===== src/rtl/jk_monitor_pkg.sv =====
// Shared definitions for the JK flip-flop monitor: state encoding and the
// JK characteristic equation.
package jk_monitor_pkg;

  typedef enum logic [1:0] {
    ST_IDLE  = 2'd0,
    ST_SYNC  = 2'd1,
    ST_CHECK = 2'd2
  } mon_state_e;

  // Q after the next edge: 00 hold, 01 reset, 10 set, 11 toggle.
  function automatic logic jk_next(input logic j, input logic k, input logic q);
    return (j & ~q) | (~k & q);
  endfunction

endpackage


===== src/rtl/jk_monitor_sat_counter.sv =====
// Up-counter that sticks at all-ones instead of wrapping.
module jk_sat_counter #(
  parameter int CNT_W = 8
) (
  input  logic             clk,
  input  logic             rst_n,
  input  logic             clr,
  input  logic             inc,
  output logic [CNT_W-1:0] cnt
);

  logic [CNT_W-1:0] cnt_q;
  logic [CNT_W-1:0] cnt_d;

  always_comb begin
    cnt_d = cnt_q;
    if (clr) begin
      cnt_d = '0;
    end else if (inc && (cnt_q != {CNT_W{1'b1}})) begin
      cnt_d = cnt_q + 1'b1;
    end
  end

  always_ff @(posedge clk or negedge rst_n) begin
    if (!rst_n) begin
      cnt_q <= '0;
    end else begin
      cnt_q <= cnt_d;
    end
  end

  assign cnt = cnt_q;

endmodule


===== src/rtl/jk_monitor.sv =====
// Reader-side monitor for a JK flip-flop: waits for a run of well-formed
// q/qbar samples, then checks every edge against the JK characteristic.
module jk_monitor
  import jk_monitor_pkg::*;
#(
  parameter int CNT_W    = 8,
  parameter int SYNC_CYC = 2
) (
  input  logic             clk,
  input  logic             rst_n,
  input  logic             en,
  input  logic             j,
  input  logic             k,
  input  logic             q,
  input  logic             qbar,
  output logic             synced,
  output logic             err,
  output logic [CNT_W-1:0] err_cnt,
  output logic [CNT_W-1:0] smp_cnt,
  output logic             fail,
  output logic             exp_q
);

  localparam int RUN_W = (SYNC_CYC < 1) ? 1 : $clog2(SYNC_CYC + 1);
  localparam logic [RUN_W-1:0] RUN_LAST = RUN_W'(SYNC_CYC - 1);

  mon_state_e       state_q;
  logic [RUN_W-1:0] run_q;
  logic             synced_q;
  logic             err_q;
  logic             fail_q;
  logic             pred_q;

  logic             in_check;
  logic             err_d;

  // Gated by en so an error seen on the edge where en falls is dropped.
  assign in_check = en && (state_q == ST_CHECK);
  assign err_d    = in_check && ((q != pred_q) || (q == qbar));

  always_ff @(posedge clk or negedge rst_n) begin
    if (!rst_n) begin
      state_q  <= ST_IDLE;
      run_q    <= '0;
      synced_q <= 1'b0;
      err_q    <= 1'b0;
      fail_q   <= 1'b0;
      pred_q   <= 1'b0;
    end else if (!en) begin
      state_q  <= ST_IDLE;
      run_q    <= '0;
      synced_q <= 1'b0;
      err_q    <= 1'b0;
    end else begin
      case (state_q)
        ST_IDLE: begin
          state_q <= ST_SYNC;
          run_q   <= '0;
          err_q   <= 1'b0;
        end
        ST_SYNC: begin
          err_q <= 1'b0;
          if (q != qbar) begin
            run_q <= run_q + 1'b1;
            if (run_q == RUN_LAST) begin
              state_q  <= ST_CHECK;
              synced_q <= 1'b1;
              pred_q   <= jk_next(j, k, q);
            end
          end else begin
            run_q <= '0;
          end
        end
        ST_CHECK: begin
          // Predict from the sampled q, not the old prediction, so one bad
          // sample does not poison the following checks.
          err_q  <= err_d;
          pred_q <= jk_next(j, k, q);
          if (err_d) begin
            fail_q <= 1'b1;
          end
        end
        default: begin
          state_q  <= ST_IDLE;
          synced_q <= 1'b0;
          err_q    <= 1'b0;
        end
      endcase
    end
  end

  jk_sat_counter #(.CNT_W(CNT_W)) u_err_cnt (
    .clk   (clk),
    .rst_n (rst_n),
    .clr   (1'b0),
    .inc   (err_d),
    .cnt   (err_cnt)
  );

  jk_sat_counter #(.CNT_W(CNT_W)) u_smp_cnt (
    .clk   (clk),
    .rst_n (rst_n),
    .clr   (1'b0),
    .inc   (in_check),
    .cnt   (smp_cnt)
  );

  assign synced = synced_q;
  assign err    = err_q;
  assign fail   = fail_q;
  assign exp_q  = pred_q;

endmodule


===== config.mk =====
export PLATFORM = sky130hd
export DESIGN_NAME = jk_monitor
export DESIGN_NICKNAME = d
export VERILOG_FILES = /design/src/rtl/jk_monitor_pkg.sv /design/src/rtl/jk_monitor_sat_counter.sv /design/src/rtl/jk_monitor.sv
export SDC_FILE = /design/constraint.sdc
export NUM_CORES = 1
export LEC_CHECK = 0
export ABC_AREA = 1
export CORE_MARGIN = 8
export CORE_UTILIZATION = 55
export DETAILED_ROUTE_END_ITERATION = 12
export GPL_TIMING_DRIVEN = 0
export HOLD_SLACK_MARGIN = 0.03
export PLACE_DENSITY = 0.83
export SKIP_LAST_GASP = 1
export SLEW_MARGIN = 20
export SYNTH_ARGS = -nofsm -noshare
export SYNTH_HDL_FRONTEND = slang
export SYNTH_SLANG_ARGS = --single-unit
export TNS_END_PERCENT = 10

===== constraint.sdc =====
create_clock -name clk -period 2.4 [get_ports clk]
set_input_delay 0.36 -clock clk [delete_from_list [all_inputs] [get_ports clk]]
set_output_delay 0.36 -clock clk [all_outputs]
set_load 0.02 [all_outputs]

==> out/metrics.cfg, run 1 <==
[outcome]
outcome=complete, no violations

[clocking]
numCtsBuffers=3
cts_setup_buffers=0
clock_sinks=24
htree_levels=1
cts_tree=built
insertion_delay_ns=0.31
path_clk_slew_ns=0.13
cts_hold_buf=0
clock_path_buffers=2
cts-root-buf=clkbuf_4
cts-resized-gates=0

[global_routing]
antenna_found_initial=0
grtUsageTotal_pct=14.5
grt_overflow=0
grt_pass1_vias=1263
grt_max_degree=25
grt_pass1_wl_um=5310

[worst_setup_path]
crit_fanout=5
cp.buffers_inverters=1
start_kind=flop
worst-r2r-cell-count=7
crit_cells=1
critPathRequiredTime_ns=2.04
path_cells=clkdlybuf4s50_1
cp-end-kind=output pin
rr_startpoint=u_err_cnt.cnt[0]
cp_slowest_stage_delay_ns=0.64
critPathLaunch=exp_q
crit_family=buffers and inverters
crit_arrival_ns=1.43
crit_type=reg2out
slowest_stage=clkdlybuf4s50_1

[timing]
timing.slew.headroom_pct=65.3
slew_violations=0
worstMarginPinSlew_ns=0.520
hold_viol_final=0
fmax_ghz=0.559
fin_worst_skew_ns=0.00730
fin_crit_ns=1.79
post-route-period-util_pct=74.6
setup_viol=0
fin_tns_setup_ns=0
rsz0062_at_grt=no

[cells_and_area]
design_area_mm2=0.00182
num_antenna_cells=0
drive_above_1_share_pct=6.84
final_nets=249
layoutNonFillerInstCount=264
fillCellCount=206
post-route-util_pct=72.2
syn2layout_area_growth_pct=23.4

[logic_synthesis]
synth_area_leaders=dfrtp_1 (41%), nand2_1 (23%), nand3_1 (6.1%), ha_1 (5.9%), inv_1 (5.3%)
ys_seq_area_share_pct=40.7
avgSynthCellArea_um2=7.24
yosysWarnings=0
yosysTopAreaCellShare_pct=40.7
yosysTopAreaCell=dfrtp_1
synth.distinct_cells=22
netlist_area_mm2=0.00148
syn_nets=218
netlist_instances=204
ys_ff_latch=24

[drt]
first_iter_violations=85
via_count=1331
vias_per_cell=5.04
drt_wl_total_um=3070
firstDrtPassIters=4
ant_nets=0
wl_per_cell_um=11.6
drc=0

[power_and_ir_drop]
p_leak_uw=0.000913
p_comb_share_pct=29.9
p_switching_uw=358
peakVddDrop_mv=0.520
switching_share_pct=32.0
p_int_uw=761
power_density_mw_per_mm2=614
clkPwrFrac_pct=25.4
seq_power_share_pct=44.7

[placement]
place_area_mm2=0.00177
placed_cells=260
port_buffers=26
place_congestion=0.849
dpl.hpwl_um=2390

[floorplan]
dieArea_mm2=0.00460
ios=27
num_rows=18
coreArea_mm2=0.00252
die_h_um=67.8
die_w_um=67.8
start_util_pct=58.5

[run]
max_cap_violations=0

[hold_path]
hold_path.class=in2async

[synthesized netlist by cell type]
cell,count
a21boi_0,1
clkinv_4,1
dfrtp_1,24
ha_1,7
inv_1,21
inv_2,2
nand2_1,89
nand2_2,3
nand2_4,2
nand3_1,18
nand3b_1,3
nand4_1,4
nor2_1,12
nor2_2,1
nor2_4,1
nor2_8,1
nor3_1,1
o21ai_0,6
o21ai_1,1
or2_1,1
xnor2_1,2
xor2_1,3
[placed cells by master, fill, tap and decap left out, types with 3 or more instances in the layout]
cell type,instances
nor2_1,12
nand4_1,4
ha_1,7
o21ai_0,6
inv_1,21
nand2_2,3
clkdlybuf4s50_1,25
nand2_1,89
dfrtp_1,24
xor2_1,3
clkbuf_4,3
nand3b_1,3
nand3_1,18
[power by group through the flow]
stage / sequential (uW) / clock, uW / combinational [uW]
after floorplan: 542 / 0 / 167
final: 500 / 284 / 335
after CTS: 501 / 294 / 340
after global routing: 507 / 308 / 371
after global placement: 504 / 0 / 324
after detailed placement: 508 / 0 / 338
[cell families (layout without fill, tap and decap cells)]
group                      after synthesis  after routing  synth area share, %
and+or+nand+nor                        136            136                 41.1
AOI/OAI and AO/OA                        8              8                 2.88
buffers and inverters                   24             54                 6.44
DFF                                     24             24                 40.7
adders and majority gates                7              7                 5.93
xor gates and xnor gates                 5              5                 2.97
[metrics by stage]
step	power (uW)	hold slack, ns	setup WS [ns]
after floorplan	709	0.0644	1.01
after global placement	829	0.449	0.683
after detailed placement	845	0.457	0.648
after CTS	1130	0.493	0.587
after global routing	1190	0.0326	0.528
final	1120	0.00671	0.610
[per-layer routing]
metal / vias to the layer above / GRT usage, % / wire [um]
met1: 613 / 18.1 / 1470
met4: 0 / 4.60 / 23
met5: - / 0 / 0
li1: 693 / - / -
met3: 2 / 3.43 / 150
met2: 23 / 24.1 / 1430
[area by class of cell]
type                    instances  area (um^2)  share of cell area (%)
flip-flops and latches         24          601                    33.0
well taps                      30         37.5                    2.06
inverters                      24         95.1                    5.22
clock buffers                   3         22.5                    1.24
repair buffers                 26          255                    14.0
clock inverters                 1         30.0                    1.65
multi-input cells             156          781                    42.9
[flip-flops by register name, indices dropped and copies added (netlist names)]
signal,flops
err,1
u_err_cnt.cnt,8
exp_q,1
state_q,2
u_smp_cnt.cnt,8
fail,1
synced,1
run_q,2
[worst paths after layout]
kind	endpoint	slack (ns)
max	exp_q	0.61
min	u_smp_cnt.cnt[7]	0.007
max reg2reg	u_err_cnt.cnt[2]	0.92
min reg2reg	synced	0.49
max in group asynchronous	run_q[0]	2.04
min in group clk	synced	0.49
Power figures use the tool's default switching activity.
==> run 2, diff against run 1 <==
--- a/config.mk
+++ b/config.mk
@@ -7,11 +7,11 @@
 export LEC_CHECK = 0
 export ABC_AREA = 1
 export CORE_MARGIN = 8
-export CORE_UTILIZATION = 55
+export CORE_UTILIZATION = 47
 export DETAILED_ROUTE_END_ITERATION = 12
 export GPL_TIMING_DRIVEN = 0
 export HOLD_SLACK_MARGIN = 0.03
-export PLACE_DENSITY = 0.83
+export PLACE_DENSITY = 0.76
 export SKIP_LAST_GASP = 1
 export SLEW_MARGIN = 20
 export SYNTH_ARGS = -nofsm -noshare
==> constraint.sdc (replaced) <==
create_clock -name clk -period 1.5 [get_ports clk]
set_input_delay 0.225 -clock clk [delete_from_list [all_inputs] [get_ports clk]]
set_output_delay 0.225 -clock clk [all_outputs]
set_load 0.02 [all_outputs]
==> run 2 against run 1 <==
  * The run now ends with setup timing left
  * Sequential power is 59% higher
  * Cell count is 5.7% higher
  * Clock power is 67% higher
  * Largest cell class unchanged
  * Highest routed layer unchanged
  * First-iteration DRC count is 55% lower
  * Cell area is 1.8% higher
  * Total power is 60% higher
  * Hold slack better by 0.41 ns
  * Sequential share of layout area is 0.58 points lower
  * Non-clock buffer count is 1 higher
  * Wire length is 6.6% lower
  * Via count is 1.4% lower
  * Critical path type unchanged
  * Critical endpoint is now smp_cnt[5]
  * Combinational power is 57% higher
==> out/metrics.cfg, run 2 (synthesis gave the netlist of run 1 again) <==
[outcome]
outcome=complete, but fails checks  ; was complete, no violations
violations=setup timing

[worst_setup_path]
crit_family=buffers and inverters  ; unchanged
rr_startpoint=state_q[0]  ; was u_err_cnt.cnt[0]
cp_slowest_stage_delay_ns=0.64  ; about the same
cp.buffers_inverters=1  ; unchanged
worst-r2r-cell-count=9  ; was 7
crit_arrival_ns=1.44  ; was 1.43 ns
cp-end-kind=output pin  ; unchanged
path_cells=clkdlybuf4s50_1  ; unchanged
start_kind=flop  ; unchanged
critPathRequiredTime_ns=1.27  ; was 2.04 ns
slowest_stage=clkdlybuf4s50_1  ; unchanged
crit_cells=1  ; unchanged
crit_fanout=6  ; was 5
crit_type=reg2out  ; unchanged
critPathLaunch=u_smp_cnt.cnt[5]  ; was exp_q

[cells_and_area]
final_common_cell=nand2_1  ; unchanged
syn2layout_area_growth_pct=25.6  ; was 23.4%
num_antenna_cells=0  ; unchanged
final_nets=250  ; was 249
layoutNonFillerInstCount=279  ; was 264
final_cell_mix=nand2_1 (89), dfrtp_1 (24), inv_1 (21)  ; was nand2_1 (89), clkdlybuf4s50_1 (25), dfrtp_1 (24)
design_area_mm2=0.00185  ; was 0.00182 mm^2
drive_above_1_share_pct=6.81  ; was 6.84%

[timing]
rsz0062_at_grt=yes  ; was no
post-route-period-util_pct=111
fin_worst_skew_ns=0.00150  ; was 0.00730 ns
slew_violations=0  ; unchanged
worstMarginPinSlew_ns=0.547  ; was 0.520 ns
fin_tns_setup_ns=-1.51  ; was 0 ns
timing.slew.headroom_pct=63.5  ; was 65.3%
hold_viol_final=0  ; unchanged
fmax_ghz=0.602
fin_crit_ns=1.66
setup_viol=14  ; was 0
setup_ws_ns=-0.160  ; was 0.610 ns

[power_and_ir_drop]
power_density_mw_per_mm2=967  ; was 614 mW/mm^2
p_leak_uw=0.000984  ; was 0.000913 uW
peakVddDrop_mv=0.791  ; was 0.520 mV

[clocking]
clock_sinks=24  ; unchanged
insertion_delay_ns=0.32  ; was 0.31 ns
numCtsBuffers=3  ; unchanged
cts_tree=built  ; unchanged
path_clk_slew_ns=0.14  ; was 0.13 ns
cts-root-buf=clkbuf_4  ; unchanged
htree_levels=1  ; unchanged
clock_path_buffers=2  ; unchanged

[global_routing]
grt_pass1_vias=1185  ; was 1263
grt_max_degree=25  ; unchanged
antenna_found_initial=0  ; unchanged
grt_pass1_wl_um=4930  ; was 5310 um
grtUsageTotal_pct=11.5  ; was 14.5%
grt_overflow=0  ; unchanged

[drt]
drt_wl_total_um=2870  ; was 3070 um
drc=0  ; unchanged
ant_nets=0  ; unchanged
first_iter_violations=38  ; was 85
wl_per_cell_um=10.3  ; was 11.6 um
vias_per_cell=4.70  ; was 5.04
firstDrtPassIters=4  ; unchanged
via_count=1312  ; was 1331

[floorplan]
die_h_um=72.0  ; was 67.8 um
dieArea_mm2=0.00519  ; was 0.00460 mm^2
num_rows=20  ; was 18
coreArea_mm2=0.00303  ; was 0.00252 mm^2
ios=27  ; unchanged
die_w_um=72.0  ; was 67.8 um
start_util_pct=48.8  ; was 58.5%

[placement]
dpl.hpwl_um=2160  ; was 2390 um
place_area_mm2=0.00179  ; was 0.00177 mm^2
port_buffers=26  ; unchanged
placed_cells=274  ; was 260
place_congestion=0.843  ; was 0.849
dp_slack_ns=-0.105  ; was 0.648 ns

[hold_path]
hold_path.class=in2async  ; unchanged

[run]
max_cap_violations=0  ; unchanged

run 2: timing repair:
action	4_1_cts	5_1_grt
setup endpoints to repair	20	31
pin swaps	0	0
buffers inserted	0	0
hold buffers	1	0
endpoints found under the hold margin	24	0
gates resized for setup	2	3
run 2: layout make-up:
class / count / area (um^2)
Clock buffer: 3 / 22.5
Timing Repair Buffer: 27 / 270
Clock inverter: 1 / 30.0
Fill cell: 286 / 1170
Multi-Input combinational cell: 156 / 781
Inverter: 24 / 95.1
Tap cell: 44 / 55.1
Sequential cell: 24 / 601
run 2: worst paths after layout:
check                                    to  slack (ns)
min reg2reg                            fail        0.48
min                        u_err_cnt.cnt[7]        0.42
max in group asynchronous          run_q[1]        0.73
max                              smp_cnt[5]       -0.16
max reg2reg                u_err_cnt.cnt[4]        0.05
min in group clk                       fail        0.48
run 2: report_power, final:
part	switching, uW	internal [uW]
Combinational	296	229
Sequential	75.0	719
Clock	204	270
Total	575	1220
run 2: through the flow:
step | power [uW] | hold WS, ns | util [%]
3_5_place_dp | 1340 | 0.244 | 59.0
2_1_floorplan | 1130 | -0.0706 | -
6_report | 1790 | 0.418 | 61.2
3_3_place_gp | 1330 | 0.451 | 59.2
5_1_grt | 1910 | 0.466 | 61.2
4_1_cts | 1820 | 0.414 | 61.0
run 2: layer usage:
metal | global-route usage [%] | up-vias | share of wire, %
met3 | 2.48 | 4 | 5.7
met4 | 4.76 | 0 | 0.91
met2 | 18.6 | 28 | 44
met1 | 14.4 | 581 | 49
li1 | - | 699 | -
met5 | 0 | - | 0
==> run 3, diff against run 2 <==
--- a/config.mk
+++ b/config.mk
@@ -13,7 +13,7 @@
 export HOLD_SLACK_MARGIN = 0.03
 export PLACE_DENSITY = 0.76
 export SKIP_LAST_GASP = 1
-export SLEW_MARGIN = 20
+export SLEW_MARGIN = 15
 export SYNTH_ARGS = -nofsm -noshare
 export SYNTH_HDL_FRONTEND = slang
 export SYNTH_SLANG_ARGS = --single-unit
==> run 3 against run 2 <==
  * The flow still finishes with violations (setup timing)
  * Critical path depth stayed put
  * Largest power group unchanged
  * Critical path type unchanged
  * Clock-buffer cell count is 1 higher
  * Combinational power hardly changed
  * Fmax is 1.0% higher
  * Via count is 1.1% higher
  * Flip-flop and latch count stayed put
  * Cell area is 0.88% lower
  * Clock skew hardly changed
  * Setup slack better by 0.017 ns
  * Cell count stayed put
  * Sequential power hardly changed
==> out/metrics.cfg, run 3 (synthesis gave the netlist of run 1 again) <==
[outcome]
outcome=complete, but fails checks  ; unchanged
violations=setup timing  ; unchanged

[cells_and_area]
drive_above_1_share_pct=6.81  ; unchanged
num_antenna_cells=0  ; unchanged
syn2layout_area_growth_pct=24.5  ; was 25.6%
fillCellCount=281  ; was 286
ff_latch_area_um2=601  ; unchanged
final_nets=250  ; unchanged
layoutNonFillerInstCount=279  ; unchanged
final_cell_mix=nand2_1 (89), dfrtp_1 (24), inv_1 (21)  ; unchanged
final_common_cell=nand2_1  ; unchanged
multiInputGateArea_um2=781  ; unchanged

[floorplan]
coreArea_mm2=0.00303  ; unchanged
ios=27  ; unchanged
num_rows=20  ; unchanged
die_h_um=72.0  ; unchanged
dieArea_mm2=0.00519  ; unchanged
start_util_pct=48.8  ; unchanged
die_w_um=72.0  ; unchanged

[run]
max_cap_violations=0  ; unchanged

[drt]
vias_per_cell=4.75  ; was 4.70
wl_per_cell_um=10.1  ; was 10.3 um
drt_wl_total_um=2810  ; was 2870 um
ant_nets=0  ; unchanged
firstDrtPassIters=4  ; unchanged
drc=0  ; unchanged
via_count=1326  ; was 1312
first_iter_violations=55  ; was 38

[worst_setup_path]
crit_fanout=7  ; was 6
crit_type=reg2out  ; unchanged
cp-end-kind=output pin  ; unchanged
cp.buffers_inverters=1  ; unchanged
path_cells=clkdlybuf4s50_1  ; unchanged
rrSetupSlack_ns=0.06  ; was 0.05 ns
cp_slowest_stage_delay_ns=0.64  ; about the same
slowest_stage=clkdlybuf4s50_1  ; unchanged
start_kind=flop  ; unchanged
critPathRequiredTime_ns=1.27  ; about the same
crit_arrival_ns=1.42  ; was 1.44 ns
crit_family=buffers and inverters  ; unchanged

[power_and_ir_drop]
clkPwrFrac_pct=20.6  ; was 26.5%
power_density_mw_per_mm2=903  ; was 967 mW/mm^2
p_comb_share_pct=31.5  ; was 29.3%
seq_power_share_pct=47.8  ; was 44.3%
switching_share_pct=33.9  ; was 32.1%
p_leak_uw=0.000977  ; was 0.000984 uW
p_int_uw=1100  ; was 1220 uW
p_switching_uw=563  ; was 575 uW
peakVddDrop_mv=0.684  ; was 0.791 mV

[global_routing]
antenna_found_initial=0  ; unchanged
grtUsageTotal_pct=11.4  ; was 11.5%
grt_pass1_vias=1161  ; was 1185
grt_pass1_wl_um=4830  ; was 4930 um
grt_max_degree=25  ; unchanged
grt_overflow=0  ; unchanged

[placement]
dpl.hpwl_um=2160  ; about the same
place_congestion=0.843  ; unchanged
port_buffers=26  ; unchanged
dp_slack_ns=-0.104  ; was -0.105 ns
placed_cells=274  ; unchanged

[timing]
post-route-period-util_pct=110  ; was 111%
fin_tns_setup_ns=-1.44  ; was -1.51 ns
fin_crit_ns=1.64  ; was 1.66 ns
hold_viol_final=0  ; unchanged
setup_viol=14  ; unchanged
timing.slew.headroom_pct=64.5  ; was 63.5%
slew_violations=0  ; unchanged
fin_worst_skew_ns=0.00153  ; was 0.00150 ns
rsz0062_at_grt=yes  ; unchanged
hold_slack_ns=0.406  ; was 0.418 ns
fmax_ghz=0.609  ; was 0.602 GHz
setup_ws_ns=-0.143  ; was -0.160 ns
worstMarginPinSlew_ns=0.532  ; was 0.547 ns

[clocking]
insertion_delay_ns=0.32  ; about the same
cts_tree=built  ; unchanged
clock_path_buffers=2  ; unchanged
path_clk_slew_ns=0.13  ; was 0.14 ns
numCtsBuffers=3  ; unchanged
htree_levels=1  ; unchanged
cts_setup_buffers=0  ; unchanged
clock_sinks=24  ; unchanged
cts-root-buf=clkbuf_4  ; unchanged

[hold_path]
hold_path.class=in2async  ; unchanged

-- run 3: cell count changes in the layout (fill, tap and decap cells not counted) --
cell       change
bufinv_16      -1
clkbuf_8       +1
-- run 3: path summary, 6_finish.rpt --
check | from | endpoint | cells past startpoint
min in group clk | fail | fail | 1
min reg2reg | fail | fail | 1
min | rst_n | u_err_cnt.cnt[7] | 2
max | u_err_cnt.cnt[3] | err_cnt[3] | 1
max reg2reg | state_q[0] | u_err_cnt.cnt[7] | 9
max in group asynchronous | rst_n | u_smp_cnt.cnt[2] | 2
-- run 3: per-stage QoR --
step	utilization [%]	area, um^2	power (uW)
floorplan	-	1480	1130
global placement	59.2	1790	1330
detailed placement	59.2	1790	1340
CTS	60.3	1830	1690
global route	60.7	1840	1790
finish	60.7	1840	1660
-- run 3: metal layers --
layer / share of wire (%) / track usage (%) / wire [um] / vias up
li1: - / - / - / 703
met1: 46 / 14.1 / 1310 / 585
met2: 46 / 18.8 / 1280 / 33
met3: 6.3 / 2.48 / 178 / 5
met4: 1.5 / 4.08 / 42 / 0
met5: 0 / 0 / 0 / -
-- run 3: layout make-up --
type / instances / area share, %
Sequential cell: 24 / 32.7
Tap cell: 44 / 3.00
Inverter: 24 / 5.17
Multi-Input combinational cell: 156 / 42.5
Timing Repair Buffer: 27 / 14.7
Clock buffer: 4 / 1.97
-- run 3: what timing repair did --
| item | in CTS | in global routing |
|---|---|---|
| hold endpoints to repair | 0 | 24 |
| hold buffers | 0 | 1 |
| endpoints found under the setup margin | 20 | 30 |
| resized for setup | 2 | 3 |
-- run 3: power by group through the flow --
| stage | combinational, uW | clock [uW] | sequential [uW] |
|---|---|---|---|
| 2_1_floorplan | 267 | 0 | 867 |
| 3_3_place_gp | 523 | 0 | 810 |
| 6_report | 524 | 342 | 794 |
| 4_1_cts | 532 | 361 | 797 |
| 3_5_place_dp | 529 | 0 | 809 |
| 5_1_grt | 600 | 389 | 805 |
